===== src/rtl/lsu.sv =====
// lsu - load/store unit sitting between execute and memory in the tiny5 core.
//
// Takes one request at a time (effective address, store data, store flag,
// RV32I funct3), performs a single word-aligned bus transaction with byte-lane
// steering and write-mask generation, and returns the extended load data (or
// a misalignment / bus-timeout fault) through a valid/ready response.
//
// Ports:
//   clk_i, reset_i         clock, asynchronous active-high reset
//   req_*                  request handshake and payload (address, wdata, store, funct3)
//   mem_*                  data-memory bus (word address, lane data, byte mask, we, ready, rdata)
//   resp_*                 response handshake and payload (rdata, misaligned, buserr)
//
// Parameter TIMEOUT_CYCLES: BUS cycles without mem_ready_i before a bus error;
// 0 waits forever.
module lsu #(
  parameter int unsigned TIMEOUT_CYCLES = 255
) (
  input  logic        clk_i,
  input  logic        reset_i,
  input  logic        req_valid_i,
  output logic        req_ready_o,
  input  logic [31:0] req_addr_i,
  input  logic [31:0] req_wdata_i,
  input  logic        req_store_i,
  input  logic [2:0]  req_funct3_i,
  output logic        mem_valid_o,
  output logic [31:0] mem_addr_o,
  output logic [31:0] mem_wdata_o,
  output logic [3:0]  mem_wmask_o,
  output logic        mem_we_o,
  input  logic        mem_ready_i,
  input  logic [31:0] mem_rdata_i,
  output logic        resp_valid_o,
  input  logic        resp_ready_i,
  output logic [31:0] resp_rdata_o,
  output logic        resp_misaligned_o,
  output logic        resp_buserr_o
);

  typedef enum logic [1:0] {IDLE, BUS, RESP} state_t;

  state_t      state_reg, state_next;
  logic [31:0] count_reg, count_next;

  logic [29:0] waddr_reg;
  logic [1:0]  offset_reg;
  logic [2:0]  funct3_reg;
  logic        store_reg;
  logic [31:0] wdata_reg;
  logic [3:0]  wmask_reg;
  logic [31:0] rdata_reg;
  logic        misaligned_reg;
  logic        buserr_reg;

  // Request decode. funct3[1:0] gives the size; 011/110/111 fall through to word.
  logic        req_is_byte, req_is_half, req_is_word, req_misaligned;
  logic [31:0] lane_wdata;
  logic [3:0]  lane_mask;

  always_comb begin
    req_is_byte = (req_funct3_i[1:0] == 2'b00);
    req_is_half = (req_funct3_i[1:0] == 2'b01);
    req_is_word = !req_is_byte && !req_is_half;
    req_misaligned = (req_is_half && req_addr_i[0]) ||
                     (req_is_word && (req_addr_i[1:0] != 2'b00));
    lane_wdata = req_wdata_i;
    lane_mask  = 4'b1111;
    if (req_is_byte) begin
      lane_wdata = {4{req_wdata_i[7:0]}};
      lane_mask  = 4'b0001 << req_addr_i[1:0];
    end else if (req_is_half) begin
      lane_wdata = {2{req_wdata_i[15:0]}};
      lane_mask  = 4'b0011 << req_addr_i[1:0];
    end
  end

  // Load extraction from the returned word, using the registered offset/size.
  logic [7:0]  load_byte;
  logic [15:0] load_half;
  logic [31:0] load_data;

  always_comb begin
    load_byte = mem_rdata_i[8*offset_reg +: 8];
    load_half = offset_reg[1] ? mem_rdata_i[31:16] : mem_rdata_i[15:0];
    load_data = mem_rdata_i;
    if (funct3_reg[1:0] == 2'b00)
      load_data = funct3_reg[2] ? {24'd0, load_byte} : {{24{load_byte[7]}}, load_byte};
    else if (funct3_reg[1:0] == 2'b01)
      load_data = funct3_reg[2] ? {16'd0, load_half} : {{16{load_half[15]}}, load_half};
  end

  // The timeout fires on the BUS cycle whose increment would reach the limit.
  logic timeout_hit;
  assign timeout_hit = (TIMEOUT_CYCLES != 0) && (count_reg + 32'd1 >= 32'(TIMEOUT_CYCLES));

  always_ff @(posedge clk_i or posedge reset_i) begin
    if (reset_i) begin
      state_reg <= IDLE;
      count_reg <= 32'd0;
    end else begin
      state_reg <= state_next;
      count_reg <= count_next;
    end
  end

  always_comb begin
    state_next = state_reg;
    count_next = count_reg;
    case (state_reg)
      IDLE: begin
        if (req_valid_i)
          state_next = req_misaligned ? RESP : BUS;
      end
      BUS: begin
        if (mem_ready_i) begin
          state_next = RESP;
        end else if (timeout_hit) begin
          state_next = RESP;
          count_next = count_reg + 32'd1;
        end else begin
          count_next = count_reg + 32'd1;
        end
      end
      RESP: begin
        if (resp_ready_i) begin
          state_next = IDLE;
          count_next = 32'd0;
        end
      end
      default: begin
        state_next = IDLE;
        count_next = 32'd0;
      end
    endcase
  end

  always_ff @(posedge clk_i or posedge reset_i) begin
    if (reset_i) begin
      waddr_reg      <= 30'd0;
      offset_reg     <= 2'd0;
      funct3_reg     <= 3'd0;
      store_reg      <= 1'b0;
      wdata_reg      <= 32'd0;
      wmask_reg      <= 4'd0;
      rdata_reg      <= 32'd0;
      misaligned_reg <= 1'b0;
      buserr_reg     <= 1'b0;
    end else begin
      if (state_reg == IDLE && req_valid_i) begin
        waddr_reg      <= req_addr_i[31:2];
        offset_reg     <= req_addr_i[1:0];
        funct3_reg     <= req_funct3_i;
        store_reg      <= req_store_i;
        wdata_reg      <= lane_wdata;
        wmask_reg      <= req_store_i ? lane_mask : 4'b0000;
        rdata_reg      <= 32'd0;
        misaligned_reg <= req_misaligned;
        buserr_reg     <= 1'b0;
      end else if (state_reg == BUS) begin
        if (mem_ready_i) begin
          if (!store_reg)
            rdata_reg <= load_data;
        end else if (timeout_hit) begin
          buserr_reg <= 1'b1;
        end
      end
    end
  end

  // Bus and response payloads are zero whenever their valid is low.
  logic in_bus, in_resp;
  assign in_bus  = (state_reg == BUS);
  assign in_resp = (state_reg == RESP);

  assign req_ready_o       = (state_reg == IDLE);
  assign mem_valid_o       = in_bus;
  assign mem_addr_o        = in_bus ? {waddr_reg, 2'b00} : 32'd0;
  assign mem_wdata_o       = in_bus ? wdata_reg : 32'd0;
  assign mem_wmask_o       = in_bus ? wmask_reg : 4'd0;
  assign mem_we_o          = in_bus && store_reg;
  assign resp_valid_o      = in_resp;
  assign resp_rdata_o      = in_resp ? rdata_reg : 32'd0;
  assign resp_misaligned_o = in_resp && misaligned_reg;
  assign resp_buserr_o     = in_resp && buserr_reg;

endmodule


===== config.mk =====
export PLATFORM = sky130hd
export DESIGN_NAME = lsu
export DESIGN_NICKNAME = d
export VERILOG_FILES = /design/src/rtl/lsu.sv
export SDC_FILE = /design/constraint.sdc
export NUM_CORES = 1
export LEC_CHECK = 0
export ABC_AREA = 1
export CAP_MARGIN = 10
export CORE_MARGIN = 2
export CORE_UTILIZATION = 34
export DETAILED_ROUTE_END_ITERATION = 8
export PLACE_DENSITY = 0.62
export SLEW_MARGIN = 20
export SYNTH_ARGS = -nofsm -noshare
export SYNTH_HDL_FRONTEND = slang
export SYNTH_SLANG_ARGS = --single-unit

===== constraint.sdc =====
create_clock -name clk_i -period 8 [get_ports clk_i]
set_input_delay 1.6 -clock clk_i [delete_from_list [all_inputs] [get_ports clk_i]]
set_output_delay 1.6 -clock clk_i [all_outputs]
set_load 0.05 [all_outputs]

==> flow_metrics.env, run 1 <==
export IMPL_p_clk_share_pct=24.5
export IMPL_critPathArrivalTime_ns=2.52
export IMPL_setup_viol=0
export IMPL_dpl_instance_area_um2=10100
export IMPL_holdPathEnd="wdata_reg[25]$_DFFE_PP0P_"
export IMPL_grtUsageTotal_pct=20.1
export IMPL_cts_sinks=140
export IMPL_wl_um=23800
export IMPL_start_kind="flop"
export IMPL_grt_pass1_wl_um=38800
export IMPL_p_int_uw=1880
export IMPL_ys_warn_count=0
export IMPL_drc_errors=0
export IMPL_whs_ns=0.516
export IMPL_ys_top_cells_by_area="dfrtp_1, nand2_1, nor2_1"
export IMPL_peakVddDrop_mv=0.205
export IMPL_synth_top_area_share_pct=45.1
export IMPL_clk_pin_slew_ns=0.06
export IMPL_cts_tree="yes"
export IMPL_dieHeight_um=155
export IMPL_ctsHoldBuffers=0
export IMPL_drive_gt1_share_pct=4.86
export IMPL_syn_avg_cell_area_um2=7.19
export IMPL_cp_max_fo=69
export IMPL_clockBufferDepth=2
export IMPL_worstHoldStart="wdata_reg[25]$_DFFE_PP0P_"
export IMPL_status="complete, no violations"
export IMPL_fin_tns_setup_ns=0
export IMPL_crit_path_end_kind="output port"
export IMPL_routed_via_density=4.85
export IMPL_area_growth_pct=37.3
export IMPL_nets=1373
export IMPL_worstReg2RegStart="state_reg[1]$_DFFE_PP0P_"
export IMPL_seqPwrFrac_pct=31.6
export IMPL_holdPathStages=2
export IMPL_ant_nets=0
export IMPL_dieArea_um2=24100
export IMPL_final_cell_mix="nand2_1, clkdlybuf4s50_1, nor2_1"
export IMPL_design_area_um2=10700
export IMPL_synthCells=1080
export IMPL_synth_distinct_cells=35
export IMPL_post_route_min_period_ns=4.12
export IMPL_hp_class="flop to flop"
export IMPL_max_freq_mhz=243
export IMPL_finalMaxSlewViolations=0
export IMPL_r2r_slack_ns=5.20
export IMPL_fp_row_count=55
export IMPL_initial_core_util_pct=34.5
export IMPL_design_core_area_um2=22500
export IMPL_dr_total_vias=7566
export IMPL_synth_area_um2=7760
export IMPL_cts_setup_buffers=0
export IMPL_skew_ns=0.0122
export IMPL_seq_area_frac_synth_pct=45.1
export IMPL_yosys_register_bits=140
export IMPL_relSlewSlack_pct=29.6
export IMPL_p_switching_uw=1480
export IMPL_portBuffers=208
export IMPL_grt_ovfl_total=0
export IMPL_grt_max_degree=107
export IMPL_rsz0062_at_grt="false"
export IMPL_cts_root_buf="clkbuf_16"
export IMPL_die_x_um=155
export IMPL_drt_initial_drc_count=480
export IMPL_antenna_found_initial=0
export IMPL_hold_viol=0
export IMPL_ys_flop_type="dfrtp_1"
export IMPL_worstSetupPathType="flop to output port"
export IMPL_period_share_pct=51.5
export IMPL_dr_pass1_iters=5
export IMPL_dp_hpwl_um=16900
export IMPL_worstMarginPinSlew_ns=1.05
export IMPL_numCtsBuffers=17
export IMPL_setup_slack_ns=3.88
export IMPL_synthArstFlopShare_pct=100
export IMPL_h_tree_depth=4
export IMPL_maxCapViolCount=0
export IMPL_first_global_vias=7428
export IMPL_insertedDiodeCount=0
export IMPL_power_share_switching_pct=44.1
export IMPL_cts_resized=0
export IMPL_synth_edf_count=0
export IMPL_place_congestion=0.851
export IMPL_cp_required_ns=6.40
export IMPL_pre_cts_ws_ns=3.64
export IMPL_r2r_end="wmask_reg[2]$_DFFE_PP0P_"
export IMPL_rr_worst_depth=6
export IMPL_layout_commonest_cell="nand2_1"
export IMPL_p_leak_uw=0.00462
export IMPL_io_pins=211
export IMPL_wl_per_cell_um=15.2
export IMPL_powerDensity_nw_per_um2=315
export IMPL_synth_top_cell_by_area="dfrtp_1"
export IMPL_p_comb_share_pct=43.9
export IMPL_clk_latency_ns=0.43
-- worst max-delay path by stage --
stage / startpoint / to / slack (ns) / cells after the start
after floorplan: reset_i / buserr_reg$_DFFE_PP0P_ / 2.65 / 1
after global placement: req_valid_i / wmask_reg[3]$_DFFE_PP0P_ / 3.71 / 6
after detailed placement: req_valid_i / wmask_reg[2]$_DFFE_PP0P_ / 3.64 / 6
after CTS: state_reg[0]$_DFFE_PP0P_ / resp_buserr_o / 3.82 / 4
after global routing: state_reg[0]$_DFFE_PP0P_ / resp_buserr_o / 3.69 / 4
final: state_reg[1]$_DFFE_PP0P_ / mem_wdata_o[27] / 3.88 / 5
-- layer usage --
metal | vias to the layer above | wire length, µm | GRT usage [%]
met3 | 28 | 1850 | 6.55
li1 | 3804 | - | -
met2 | 249 | 10700 | 30.7
met5 | - | 0 | 0
met1 | 3485 | 10800 | 27.5
met4 | 0 | 448 | 5.69
-- cells in the mapped netlist, types with 2 or more instances --
cell      number
nand2_1      220
nor2_1       171
inv_1        169
dfrtp_1      140
o21ai_0      127
nand3_1       59
clkbuf_1      42
a21oi_1       31
o22ai_1       27
o211ai_1      14
nor2_2         9
a22oi_1        8
a32oi_1        8
buf_2          6
ha_1           6
xor2_1         6
nand4_1        5
o221ai_1       4
o32ai_1        4
mux2_2         3
nor2_4         3
and2_1         2
buf_1          2
buf_4          2
clkinv_1       2
-- power groups by stage --
stage	sequential, µW	combinational [µW]	clock [µW]
detailed placement	1070	1470	0
finish	1060	1470	823
CTS	1060	1480	837
global placement	1060	1460	0
global route	1090	1620	871
floorplan	1020	1040	0
-- per-stage QoR --
| step | instances | power [µW] | utilization, % |
|---|---|---|---|
| 2_1_floorplan | 1081 | 2070 | - |
| 6_report | 1560 | 3360 | 47.4 |
| 5_1_grt | 1560 | 3580 | 47.4 |
| 3_3_place_gp | 1528 | 2520 | 44.7 |
| 4_1_cts | 1560 | 3380 | 47.3 |
| 3_5_place_dp | 1528 | 2540 | 44.7 |
-- critical path, stage by stage, from the launching register on --
cell,delay [ns]
dfrtp_1,0.41
nor2_2,0.22
inv_2,0.04
buf_4,0.32
nor2_1,0.23
clkdlybuf4s50_1,0.84
-- kinds of logic (layout without fill, tap and decap cells) --
group / count (synthesis) / count (layout) / share of synthesized area, %
and+or+nand+nor: 476 / 476 / 25.3
AOI/OAI and AO/OA: 224 / 224 / 16.4
buffers and inverters: 223 / 417 / 11.0
DFF: 140 / 140 / 45.1
xor gates and xnor gates: 7 / 7 / 0.790
adders and majority gates: 6 / 6 / 0.967
muxes: 3 / 3 / 0.435
other: 1 / 2 / 0.0483
-- cell type report --
type	count	area (µm²)
Timing Repair Buffer	214	2130
Inverter	171	647
Clock buffer	18	429
Clock inverter	14	173
Sequential cell	140	3500
Multi-Input combinational cell	718	3420
Tap cell	285	357
Fill cell	2230	11800
No activity file was read; power rests on OpenSTA's default activity.
==> run 2, diff against run 1 <==
- PLACE_DENSITY: 0.62 -> 0.64
- clock period: 8 -> 3.5 ns (I/O delays scaled with it)
==> run 2 against run 1 <==
Cell count is 0.58% higher. Non-clock buffer count is 9 higher. Design area is 1.0% higher. Critical endpoint is now mem_wdata_o[1]. Clock skew is 0.0021 ns lower. First-iteration DRC count is 16% lower. Register-to-register slack worse by 4.1 ns. Highest routed layer unchanged. Clock power is 120% higher. Sequential share of layout area is 0.34 points lower. Routed wire length is 1.4% higher. Die area stayed put.
==> flow_metrics.env, run 2 (same netlist as run 1, synthesis figures left out) <==
export IMPL_status="complete, no violations"
export IMPL_cts_setup_buffers=0
export IMPL_cts_resized=0
export IMPL_maxCapViolCount=0
export IMPL_fin_util_pct=47.8
export IMPL_fin_tns_setup_ns=0
export IMPL_slowest_delay_ns=0.83
export IMPL_layout_commonest_cell="nand2_1"
export IMPL_powerDensity_nw_per_um2=717
export IMPL_first_global_vias=7668
export IMPL_cp_top_family="buffers and inverters"
export IMPL_period_share_pct=94.4
export IMPL_crit_path_end_kind="output port"
export IMPL_dr_pass1_iters=5
export IMPL_grt_max_degree=65
export IMPL_worstReg2RegStart="offset_reg[1]$_DFFE_PP0P_"
export IMPL_dp_hpwl_um=17900
export IMPL_clk_pin_slew_ns=0.07
export IMPL_antenna_found_initial=0
export IMPL_worstHoldStart="wdata_reg[26]$_DFFE_PP0P_"
export IMPL_grt_pass1_wl_um=39700
export IMPL_peakVddDrop_mv=0.522
export IMPL_portBuffers=208
export IMPL_cp_required_ns=2.80
export IMPL_numCtsBuffers=17
export IMPL_start_kind="flop"
export IMPL_place_congestion=0.905
export IMPL_dpl_instance_area_um2=10200
export IMPL_cp_num_buf_inv=3
export IMPL_ant_nets=0
export IMPL_design_area_um2=10800
export IMPL_holdPathEnd="wdata_reg[26]$_DFFE_PP0P_"
export IMPL_cts_root_buf="clkbuf_16"
export IMPL_rr_worst_depth=10
export IMPL_drt_initial_drc_count=402
export IMPL_hp_class="flop to flop"
export IMPL_dr_total_vias=7588
export IMPL_hold_viol=0
export IMPL_initial_core_util_pct=34.5
export IMPL_p_leak_uw=0.00468
export IMPL_r2r_slack_ns=1.14
export IMPL_post_route_min_period_ns=3.30
export IMPL_design_core_area_um2=22500
export IMPL_worstMarginPinSlew_ns=0.807
export IMPL_h_tree_depth=4
export IMPL_drive_gt1_share_pct=5.37
export IMPL_wl_um=24100
export IMPL_clk_latency_ns=0.42
export IMPL_r2r_end="rdata_reg[29]$_DFFE_PP0P_"
export IMPL_max_freq_mhz=303
export IMPL_critPathArrivalTime_ns=2.60
export IMPL_finalMaxSlewViolations=0
export IMPL_die_x_um=155
export IMPL_drc_errors=0
export IMPL_grt_ovfl_total=0
export IMPL_routed_via_density=4.84
export IMPL_cts_tree="yes"
export IMPL_clockBufferDepth=2
export IMPL_grtUsageTotal_pct=20.7
export IMPL_nets=1382
export IMPL_cts_sinks=140
export IMPL_setup_viol=0
export IMPL_dieHeight_um=155
export IMPL_io_pins=211
export IMPL_wl_per_cell_um=15.4
export IMPL_insertedDiodeCount=0
export IMPL_slowest_stage="clkdlybuf4s50_1"
export IMPL_final_cell_mix="nand2_1, clkdlybuf4s50_1, nor2_1"
export IMPL_cp_max_fo=55
export IMPL_crit_chain="nor2_2 -> inv_2 -> buf_4 -> nor2_1 -> clkdlybuf4s50_1"
export IMPL_worstSetupPathType="flop to output port"
export IMPL_rsz0062_at_grt="false"
export IMPL_holdPathStages=2
export IMPL_dieArea_um2=24100
export IMPL_area_growth_pct=38.7
export IMPL_fp_row_count=55
export IMPL_ctsHoldBuffers=0
export IMPL_skew_ns=0.0102
export IMPL_relSlewSlack_pct=46.1
==> run 2: cell count changes in the layout (fill, tap and decap cells not counted) <==
cell	change
inv_8	-3
nand2_1	+2
inv_6	-2
buf_12	+4
nand2_2	-2
clkbuf_8	+1
buf_4	+5
clkinv_4	+4
==> run 2: metal layers <==
layer	track usage (%)	routed length [µm]	up-vias
li1	-	-	3829
met2	32.0	10600	271
met5	0	0	-
met3	6.18	1820	31
met4	6.35	510	0
met1	27.9	11100	3457
==> run 2: final cells by class <==
| type | count | area [µm²] |
|---|---|---|
| Fill cell | 2205 | 11700 |
| Clock buffer | 19 | 443 |
| Clock inverter | 13 | 158 |
| Inverter | 171 | 646 |
| Sequential cell | 140 | 3500 |
| Multi-Input combinational cell | 718 | 3410 |
| Tap cell | 285 | 357 |
| Timing Repair Buffer | 223 | 2240 |
==> run 2: worst max path at each step <==
stage,from,end,slack [ns],cells after the start
floorplan,state_reg[1]$_DFFE_PP0P_,mem_wdata_o[14],0.52,5
global placement,state_reg[0]$_DFFE_PP0P_,mem_addr_o[17],0.68,6
detailed placement,state_reg[0]$_DFFE_PP0P_,mem_wdata_o[1],0.63,6
CTS,state_reg[0]$_DFFE_PP0P_,mem_wdata_o[1],0.17,6
global route,state_reg[1]$_DFFE_PP0P_,mem_wdata_o[18],0.04,5
finish,state_reg[1]$_DFFE_PP0P_,mem_wdata_o[1],0.20,5
==> run 2: worst reg2reg max path, delay by kind of cell, from the launching register on <==
kind | cells | cell delay [ns]
DFF | 1 | 0.82
AOI/OAI and AO/OA | 4 | 0.48
and+or+nand+nor | 4 | 0.46
buffers and inverters | 2 | 0.52
==> run 2: power by group <==
group          switching, µW  leakage (µW)  internal, µW
logic                   2380       0.00258          1070
registers                232       0.00181          2190
clock network            765      0.000291          1090
==> run 2: metrics by stage <==
stage	hold slack [ns]	instances	power, µW	setup slack (ns)
3_3_place_gp	0.500	1537	5850	0.681
6_report	0.518	1569	7720	0.196
3_5_place_dp	0.508	1537	5890	0.630
5_1_grt	0.545	1569	8240	0.0431
2_1_floorplan	0.486	1081	4730	0.521
4_1_cts	0.518	1569	7780	0.169
